[src/rtl/rs_age_ordered_station.sv]
// rs_age_ordered_station
// Reservation station between ROB dispatch and a single functional unit.
// Holds up to RS_SIZE ops, captures operands and NZCV flags from CDB_PORTS
// broadcast buses, and issues the oldest fully-ready entry through a
// valid/ready handshake. A mispredict flush empties the station.
//
// Optional feature macro: RS_PERF_CNT_EN adds saturating counters
// out_full_cycles and out_issue_count.
//
// Ports
//   in_clk, in_rst_n        clock (posedge), asynchronous active-low reset
//   in_disp_* / out_disp_ready   dispatch request and free-entry indication
//   in_cdb_*                 broadcast buses, one lane per port, port 0 in LSBs
//   in_flush                 invalidates every entry at the next edge
//   out_issue_* / in_issue_ready issued entry (combinational from state)
//   out_count                number of occupied entries
//
// Handshake: a transfer happens on a rising edge where valid and ready are
// both high; valid never depends on ready, and the payload is stable while
// valid is high and ready is low (unless an older entry becomes ready).
module rs_age_ordered_station #(
  parameter int RS_SIZE      = 8,
  parameter int RS_IDX_SIZE  = 3,
  parameter int CDB_PORTS    = 2,
  parameter int GPR_SIZE     = 64,
  parameter int ROB_IDX_SIZE = 4,
  parameter int OP_W         = 5
) (
  input  logic                              in_clk,
  input  logic                              in_rst_n,
  input  logic                              in_disp_valid,
  output logic                              out_disp_ready,
  input  logic [OP_W-1:0]                   in_disp_op,
  input  logic [ROB_IDX_SIZE-1:0]           in_disp_dst,
  input  logic                              in_disp_a_valid,
  input  logic [GPR_SIZE-1:0]               in_disp_a_value,
  input  logic [ROB_IDX_SIZE-1:0]           in_disp_a_tag,
  input  logic                              in_disp_b_valid,
  input  logic [GPR_SIZE-1:0]               in_disp_b_value,
  input  logic [ROB_IDX_SIZE-1:0]           in_disp_b_tag,
  input  logic                              in_disp_uses_nzcv,
  input  logic                              in_disp_set_nzcv,
  input  logic                              in_disp_nzcv_valid,
  input  logic [3:0]                        in_disp_nzcv_value,
  input  logic [ROB_IDX_SIZE-1:0]           in_disp_nzcv_tag,
  input  logic [CDB_PORTS-1:0]              in_cdb_valid,
  input  logic [CDB_PORTS*ROB_IDX_SIZE-1:0] in_cdb_tag,
  input  logic [CDB_PORTS*GPR_SIZE-1:0]     in_cdb_value,
  input  logic [CDB_PORTS-1:0]              in_cdb_set_nzcv,
  input  logic [CDB_PORTS*4-1:0]            in_cdb_nzcv,
  input  logic                              in_flush,
  output logic                              out_issue_valid,
  input  logic                              in_issue_ready,
  output logic [OP_W-1:0]                   out_issue_op,
  output logic [ROB_IDX_SIZE-1:0]           out_issue_dst,
  output logic [GPR_SIZE-1:0]               out_issue_val_a,
  output logic [GPR_SIZE-1:0]               out_issue_val_b,
  output logic [3:0]                        out_issue_nzcv,
  output logic                              out_issue_set_nzcv,
  output logic [RS_IDX_SIZE:0]              out_count
`ifdef RS_PERF_CNT_EN
  ,
  output logic [31:0]                       out_full_cycles,
  output logic [31:0]                       out_issue_count
`endif
);
  localparam int CW = RS_IDX_SIZE + 1;
  localparam int TW = ROB_IDX_SIZE;

  logic [RS_SIZE-1:0]  valid_q, valid_d, a_valid_q, a_valid_d, b_valid_q, b_valid_d;
  logic [RS_SIZE-1:0]  f_valid_q, f_valid_d, uses_q, uses_d, set_q, set_d;
  logic [OP_W-1:0]     op_q    [RS_SIZE];
  logic [OP_W-1:0]     op_d    [RS_SIZE];
  logic [TW-1:0]       dst_q   [RS_SIZE];
  logic [TW-1:0]       dst_d   [RS_SIZE];
  logic [GPR_SIZE-1:0] a_val_q [RS_SIZE];
  logic [GPR_SIZE-1:0] a_val_d [RS_SIZE];
  logic [GPR_SIZE-1:0] b_val_q [RS_SIZE];
  logic [GPR_SIZE-1:0] b_val_d [RS_SIZE];
  logic [TW-1:0]       a_tag_q [RS_SIZE];
  logic [TW-1:0]       a_tag_d [RS_SIZE];
  logic [TW-1:0]       b_tag_q [RS_SIZE];
  logic [TW-1:0]       b_tag_d [RS_SIZE];
  logic [TW-1:0]       f_tag_q [RS_SIZE];
  logic [TW-1:0]       f_tag_d [RS_SIZE];
  logic [3:0]          f_val_q [RS_SIZE];
  logic [3:0]          f_val_d [RS_SIZE];
  // older_q[i][j] = 1: entry i was allocated before entry j
  logic [RS_SIZE-1:0]  older_q [RS_SIZE];
  logic [RS_SIZE-1:0]  older_d [RS_SIZE];
  logic [CW-1:0]       count_q, count_d;

  logic [RS_SIZE-1:0]     rdy, grant;
  logic [RS_IDX_SIZE-1:0] alloc_idx;
  logic                   disp_fire, issue_fire;
  logic                   byp_a_v, byp_b_v, byp_f_v;
  logic [GPR_SIZE-1:0]    byp_a_x, byp_b_x;
  logic [3:0]             byp_f_x;

  // Ready vector and age-matrix select: an entry wins when no other ready
  // entry is older than it. Among valid entries the matrix is a total order,
  // so grant is one-hot or zero.
  always_comb begin
    rdy   = valid_q & a_valid_q & b_valid_q & (~uses_q | f_valid_q);
    grant = '0;
    for (int i = 0; i < RS_SIZE; i++) begin
      logic blocked;
      blocked = 1'b0;
      for (int j = 0; j < RS_SIZE; j++)
        if (rdy[j] && older_q[j][i]) blocked = 1'b1;
      grant[i] = rdy[i] & ~blocked;
    end
  end

  always_comb begin
    out_issue_valid    = |rdy;
    out_issue_op       = '0;
    out_issue_dst      = '0;
    out_issue_val_a    = '0;
    out_issue_val_b    = '0;
    out_issue_nzcv     = '0;
    out_issue_set_nzcv = 1'b0;
    for (int i = 0; i < RS_SIZE; i++) begin
      if (grant[i]) begin
        out_issue_op       = op_q[i];
        out_issue_dst      = dst_q[i];
        out_issue_val_a    = a_val_q[i];
        out_issue_val_b    = b_val_q[i];
        out_issue_nzcv     = f_val_q[i];
        out_issue_set_nzcv = set_q[i];
      end
    end
  end

  // Lowest free slot from registered state: a slot freed by this cycle's
  // issue is not visible here until the next cycle.
  always_comb begin
    alloc_idx = '0;
    for (int i = RS_SIZE - 1; i >= 0; i--)
      if (!valid_q[i]) alloc_idx = RS_IDX_SIZE'(i);
  end

  assign out_disp_ready = (count_q != CW'(RS_SIZE));
  assign out_count      = count_q;
  assign disp_fire      = in_disp_valid & out_disp_ready & ~in_flush;
  assign issue_fire     = out_issue_valid & in_issue_ready & ~in_flush;

  // Same-cycle bypass for the dispatching op. Ports are scanned high to low
  // so the lowest matching port is the last assignment and wins.
  always_comb begin
    byp_a_v = in_disp_a_valid;
    byp_a_x = in_disp_a_value;
    byp_b_v = in_disp_b_valid;
    byp_b_x = in_disp_b_value;
    byp_f_v = in_disp_nzcv_valid;
    byp_f_x = in_disp_nzcv_value;
    for (int p = CDB_PORTS - 1; p >= 0; p--) begin
      if (!in_disp_a_valid && in_cdb_valid[p] && in_cdb_tag[p*TW +: TW] == in_disp_a_tag) begin
        byp_a_v = 1'b1;
        byp_a_x = in_cdb_value[p*GPR_SIZE +: GPR_SIZE];
      end
      if (!in_disp_b_valid && in_cdb_valid[p] && in_cdb_tag[p*TW +: TW] == in_disp_b_tag) begin
        byp_b_v = 1'b1;
        byp_b_x = in_cdb_value[p*GPR_SIZE +: GPR_SIZE];
      end
      if (in_disp_uses_nzcv && !in_disp_nzcv_valid && in_cdb_valid[p] && in_cdb_set_nzcv[p] &&
          in_cdb_tag[p*TW +: TW] == in_disp_nzcv_tag) begin
        byp_f_v = 1'b1;
        byp_f_x = in_cdb_nzcv[p*4 +: 4];
      end
    end
  end

  always_comb begin
    valid_d = valid_q; a_valid_d = a_valid_q; b_valid_d = b_valid_q;
    f_valid_d = f_valid_q; uses_d = uses_q; set_d = set_q;
    op_d = op_q; dst_d = dst_q; a_val_d = a_val_q; b_val_d = b_val_q;
    a_tag_d = a_tag_q; b_tag_d = b_tag_q; f_tag_d = f_tag_q; f_val_d = f_val_q;
    older_d = older_q;
    count_d = count_q;

    // Wakeup of resident entries; lowest matching port wins.
    for (int i = 0; i < RS_SIZE; i++) begin
      for (int p = CDB_PORTS - 1; p >= 0; p--) begin
        if (valid_q[i] && !a_valid_q[i] && in_cdb_valid[p] && in_cdb_tag[p*TW +: TW] == a_tag_q[i]) begin
          a_valid_d[i] = 1'b1;
          a_val_d[i]   = in_cdb_value[p*GPR_SIZE +: GPR_SIZE];
        end
        if (valid_q[i] && !b_valid_q[i] && in_cdb_valid[p] && in_cdb_tag[p*TW +: TW] == b_tag_q[i]) begin
          b_valid_d[i] = 1'b1;
          b_val_d[i]   = in_cdb_value[p*GPR_SIZE +: GPR_SIZE];
        end
        if (valid_q[i] && uses_q[i] && !f_valid_q[i] && in_cdb_valid[p] && in_cdb_set_nzcv[p] &&
            in_cdb_tag[p*TW +: TW] == f_tag_q[i]) begin
          f_valid_d[i] = 1'b1;
          f_val_d[i]   = in_cdb_nzcv[p*4 +: 4];
        end
      end
    end

    if (issue_fire) valid_d = valid_q & ~grant;

    if (disp_fire) begin
      valid_d[alloc_idx]   = 1'b1;
      op_d[alloc_idx]      = in_disp_op;
      dst_d[alloc_idx]     = in_disp_dst;
      a_valid_d[alloc_idx] = byp_a_v;
      a_val_d[alloc_idx]   = byp_a_x;
      a_tag_d[alloc_idx]   = in_disp_a_tag;
      b_valid_d[alloc_idx] = byp_b_v;
      b_val_d[alloc_idx]   = byp_b_x;
      b_tag_d[alloc_idx]   = in_disp_b_tag;
      uses_d[alloc_idx]    = in_disp_uses_nzcv;
      set_d[alloc_idx]     = in_disp_set_nzcv;
      f_valid_d[alloc_idx] = byp_f_v;
      f_val_d[alloc_idx]   = byp_f_x;
      f_tag_d[alloc_idx]   = in_disp_nzcv_tag;
      // New entry is younger than everything currently resident.
      older_d[alloc_idx]   = '0;
      for (int j = 0; j < RS_SIZE; j++)
        if (valid_q[j]) older_d[j][alloc_idx] = 1'b1;
    end

    count_d = count_q + CW'(disp_fire) - CW'(issue_fire);

    if (in_flush) begin
      valid_d = '0;
      for (int i = 0; i < RS_SIZE; i++) older_d[i] = '0;
      count_d = '0;
    end
  end

  always_ff @(posedge in_clk or negedge in_rst_n) begin
    if (!in_rst_n) begin
      valid_q <= '0; a_valid_q <= '0; b_valid_q <= '0;
      f_valid_q <= '0; uses_q <= '0; set_q <= '0;
      count_q <= '0;
      for (int i = 0; i < RS_SIZE; i++) begin
        op_q[i] <= '0; dst_q[i] <= '0; a_val_q[i] <= '0; b_val_q[i] <= '0;
        a_tag_q[i] <= '0; b_tag_q[i] <= '0; f_tag_q[i] <= '0; f_val_q[i] <= '0;
        older_q[i] <= '0;
      end
    end else begin
      valid_q <= valid_d; a_valid_q <= a_valid_d; b_valid_q <= b_valid_d;
      f_valid_q <= f_valid_d; uses_q <= uses_d; set_q <= set_d;
      count_q <= count_d;
      op_q <= op_d; dst_q <= dst_d; a_val_q <= a_val_d; b_val_q <= b_val_d;
      a_tag_q <= a_tag_d; b_tag_q <= b_tag_d; f_tag_q <= f_tag_d; f_val_q <= f_val_d;
      older_q <= older_d;
    end
  end

`ifdef RS_PERF_CNT_EN
  logic [31:0] full_cycles_q, full_cycles_d, issue_count_q, issue_count_d;

  always_comb begin
    full_cycles_d = full_cycles_q;
    issue_count_d = issue_count_q;
    if (!out_disp_ready && full_cycles_q != 32'hFFFF_FFFF) full_cycles_d = full_cycles_q + 32'd1;
    if (issue_fire && issue_count_q != 32'hFFFF_FFFF)      issue_count_d = issue_count_q + 32'd1;
  end

  always_ff @(posedge in_clk or negedge in_rst_n) begin
    if (!in_rst_n) begin
      full_cycles_q <= '0;
      issue_count_q <= '0;
    end else begin
      full_cycles_q <= full_cycles_d;
      issue_count_q <= issue_count_d;
    end
  end

  assign out_full_cycles = full_cycles_q;
  assign out_issue_count = issue_count_q;
`endif
endmodule

[config.mk]
export PLATFORM = sky130hd
export DESIGN_NAME = rs_age_ordered_station
export DESIGN_NICKNAME = d
export VERILOG_FILES = /design/src/rtl/rs_age_ordered_station.sv
export SDC_FILE = /design/constraint.sdc
export NUM_CORES = 2
export LEC_CHECK = 0
export CORE_MARGIN = 4
export CORE_UTILIZATION = 50
export CTS_CLUSTER_SIZE = 30
export DETAILED_ROUTE_END_ITERATION = 7
export DONT_BUFFER_PORTS = 1
export PLACE_DENSITY = 0.68
export SYNTH_ARGS = -nofsm -noshare
export SYNTH_HDL_FRONTEND = slang
export SYNTH_SLANG_ARGS = --single-unit
[constraint.sdc]
create_clock -name in_clk -period 7.4 [get_ports in_clk]
set_input_delay 0.74 -clock in_clk [delete_from_list [all_inputs] [get_ports in_clk]]
set_output_delay 0.74 -clock in_clk [all_outputs]
set_load 0.005 [all_outputs]
==> qor.txt <==
first-pass GRT wire length - 539,000 um
hold slack - -97.4 ps
Yosys top cell by area - dfrtp_1
clk_lat worst skew - 850 ps
worst slew pin tran - 1490 ps
Startpoint Class - register
chip height - 423 um
postcts setup bufs - 0
Worst Setup End Kind - output port
fin nets - 10,400
cts repair resizes - 0
unrepaired setup endpoints after global routing - no
Worst R2R Path Depth - 7
core area - 0.172 sq mm
global route total overflow - 0
antenna-violating nets left - 0
Initial Util - 0.503
Total Wirelength - 367,000 um
die area - 0.179 sq mm
final core occ - 0.534
Seq/Total Area, Yosys - 0.389
post-cts hold buffer count - 2
GRT Util Overall - 0.395
largest net degree at the start of global routing - 250
critical path type - register to output port
CTS root buf - clkbuf_16
Syn Inst Count - 11,000
min cycle time layout - 6840 ps
vias - 84,500
gp weighted congestion - 0.963
post-place instance area - 0.0861 sq mm
first drt pass iteration count - 7
Synth area leaders - dfrtp_1 39%, o21ai_0 14%, nand2_1 12%, mux2i_1 11%, clkbuf_1 4.1%
Yosys top cell area share - 0.389
Max Slew Vio Count - 0
drt wl/cell - 29.3 um
Syn Std Cell Area - 0.0863 sq mm
initial antenna violation count - 37
final total negative setup slack - 0 ps
post-detail-place hpwl - 206,000 um
status - complete, but fails checks
Horiz. Die Dim - 423 um
drt drc - 0
Yosys warning count - 0
CTS tree - built
Crit path required time - 6660 ps
CTS clock-pin slew for the worst setup and hold paths - 60 ps
synth unique cells - 62
failing checks - hold timing, capacitance limit
synthesized flop and latch total - 1,340
clock sinks - 1,340
layout cell share with drive strength beyond 1 - 0.0667
asr flop ratio synth - 1.00
Syn-to-layout area delta - 6.11%
number of max-cap violations - 1
port bufs - 0
leakage - 47.6 nW
top_reg_cell synth - dfrtp_1
f_max - 146 MHz
Final Skew - 32.8 ps
final setup vio count - 0
Avg Synthesized Cell Area - 7.88 sq um
Cell Rows - 152
Power Density - 236 mW/mm^2
Vias/cell - 6.76
Post-synth EDFFs - 0
clock buffer depth - 3
Hold Path Class - input port to async pin
worst-path maximum fanout - 52
Hold Vio Cnt, Final - 26
fin crit share - 0.924
total CTS buffers - 157
IO Pins - 459
Clock H-tree levels - 4
initial DRC count - 12,400
Syn Nets - 11,300
Design Area, Final - 0.0916 sq mm
vias in the first global route - 80,700
Worst VDD drop - 0.177 mV
Slew HR - 0.00154
Crit path arrival time - 6100 ps
-- flip-flops by register name, indices dropped and copies added (netlist names), 32 cells and up --
name / cells
op_q: 40
a_val_q: 512
dst_q: 32
a_tag_q: 32
b_val_q: 512
f_tag_q: 32
f_val_q: 32
b_tag_q: 32
older_q: 64
-- cell families (layout without fill, tap and decap cells) --
family / count (synthesis) / in the layout / synth area share
flip-flops: 1340 / 1340 / 0.389
adder cells (fa/ha/maj): 6 / 6 / 0.000957
other: 0 / 31 / 0
AND/OR/NAND/NOR: 3779 / 3779 / 0.181
AO/OA/AOI/OAI: 3202 / 3202 / 0.214
multiplexers: 1139 / 1139 / 0.135
XOR/XNOR: 212 / 212 / 0.0215
buffers and inverters: 1281 / 486 / 0.0590
-- stage by stage --
stage               power [mW]  std cells  hold slack (ps)  worst slack, ps
floorplan                 12.4      11000              444             4100
CTS                       21.6      12500             13.6              885
global placement          13.3      12200              445             1770
detailed placement        13.5      12200              445             1810
global route              22.7      12500             41.0              610
finish                    21.7      12500            -97.4              560
-- worst max-delay path, cell delays in order (launching register included) --
cell	delay, ps
dfrtp_1	380
nor2b_1	430
nor3_2	220
a2111oi_0	690
nand4_1	260
buf_4	420
nand2b_4	990
buf_4	620
o22ai_1	180
a311oi_1	990
-- Yosys cell counts, drive strengths merged, types with 3 or more instances --
cell,number
nor4,14
nand2b,6
nor3,222
or3,7
a21oi,169
inv,18
and3,147
a21o,25
o21a,8
nor2b,13
ha,5
a22o,25
a221oi,141
or4,7
and4,3
nor4bb,7
a311oi,140
xnor2,145
a2111oi,11
nand2,2846
dfrtp,1340
a211oi,6
and2,11
clkbuf,954
nor3b,4
xor2,67
nand4,48
mux2,207
nand3,279
mux2i,932
o21ai,2369
buf,309
o211ai,4
o22ai,144
a22oi,6
nor2,154
o2111a,140
-- layer usage --
metal	GRT usage	up-vias	share of wire
met5	0	-	0.00019
met4	0.266	10	0.079
met3	0.102	1593	0.13
met2	0.593	6272	0.43
met1	0.501	40200	0.37
li1	-	36500	-
-- path summary, 6_finish.rpt --
path	start	to	slack [ps]
max	f_valid_q[1]	out_issue_val_b[45]	560
min	in_rst_n	b_val_q[28]	-100
max reg2reg	valid_q[7]	op_q[37]	2890
min reg2reg	older_q[37]	older_q[37]	480
max in group asynchronous	in_rst_n	valid_q[7]	3840
min in group in_clk	in_disp_a_tag[0]	a_tag_q[12]	40
-- power by group --
part           switching (mW)  internal (mW)
Sequential              0.874           8.67
Combinational            2.32           1.63
Clock                    3.46           4.70
Total                    6.65           15.0
-- final cells by class --
cell class              count  area, sq um
flip-flops and latches   1340        33500
repair buffers            186         1840
well taps                2310         2890
fillers                 15900        80000
inverters                  18         67.6
clock inverters            63          896
clock buffers             219         4420
multi-input cells        8338        47900
diodes                     31         77.6
-- cells in the final DEF (no fill, tap or decap), types with 26 or more instances in the layout --
cell       instances
a21oi_1          168
a221oi_1         141
a311oi_1         137
and3_1           145
buf_4            154
clkbuf_1          36
clkbuf_16        157
clkbuf_8          26
dfrtp_1         1340
diode_2           31
mux2_2           207
mux2i_1          932
nand2_1         2842
nand3_1          279
nand4_1           48
nor2_1           151
nor3_1           216
o2111a_1         140
o21ai_0         2334
o21ai_1           35
o22ai_1          144
xnor2_1          145
xor2_1            67
Power figures use the tool's default switching activity.
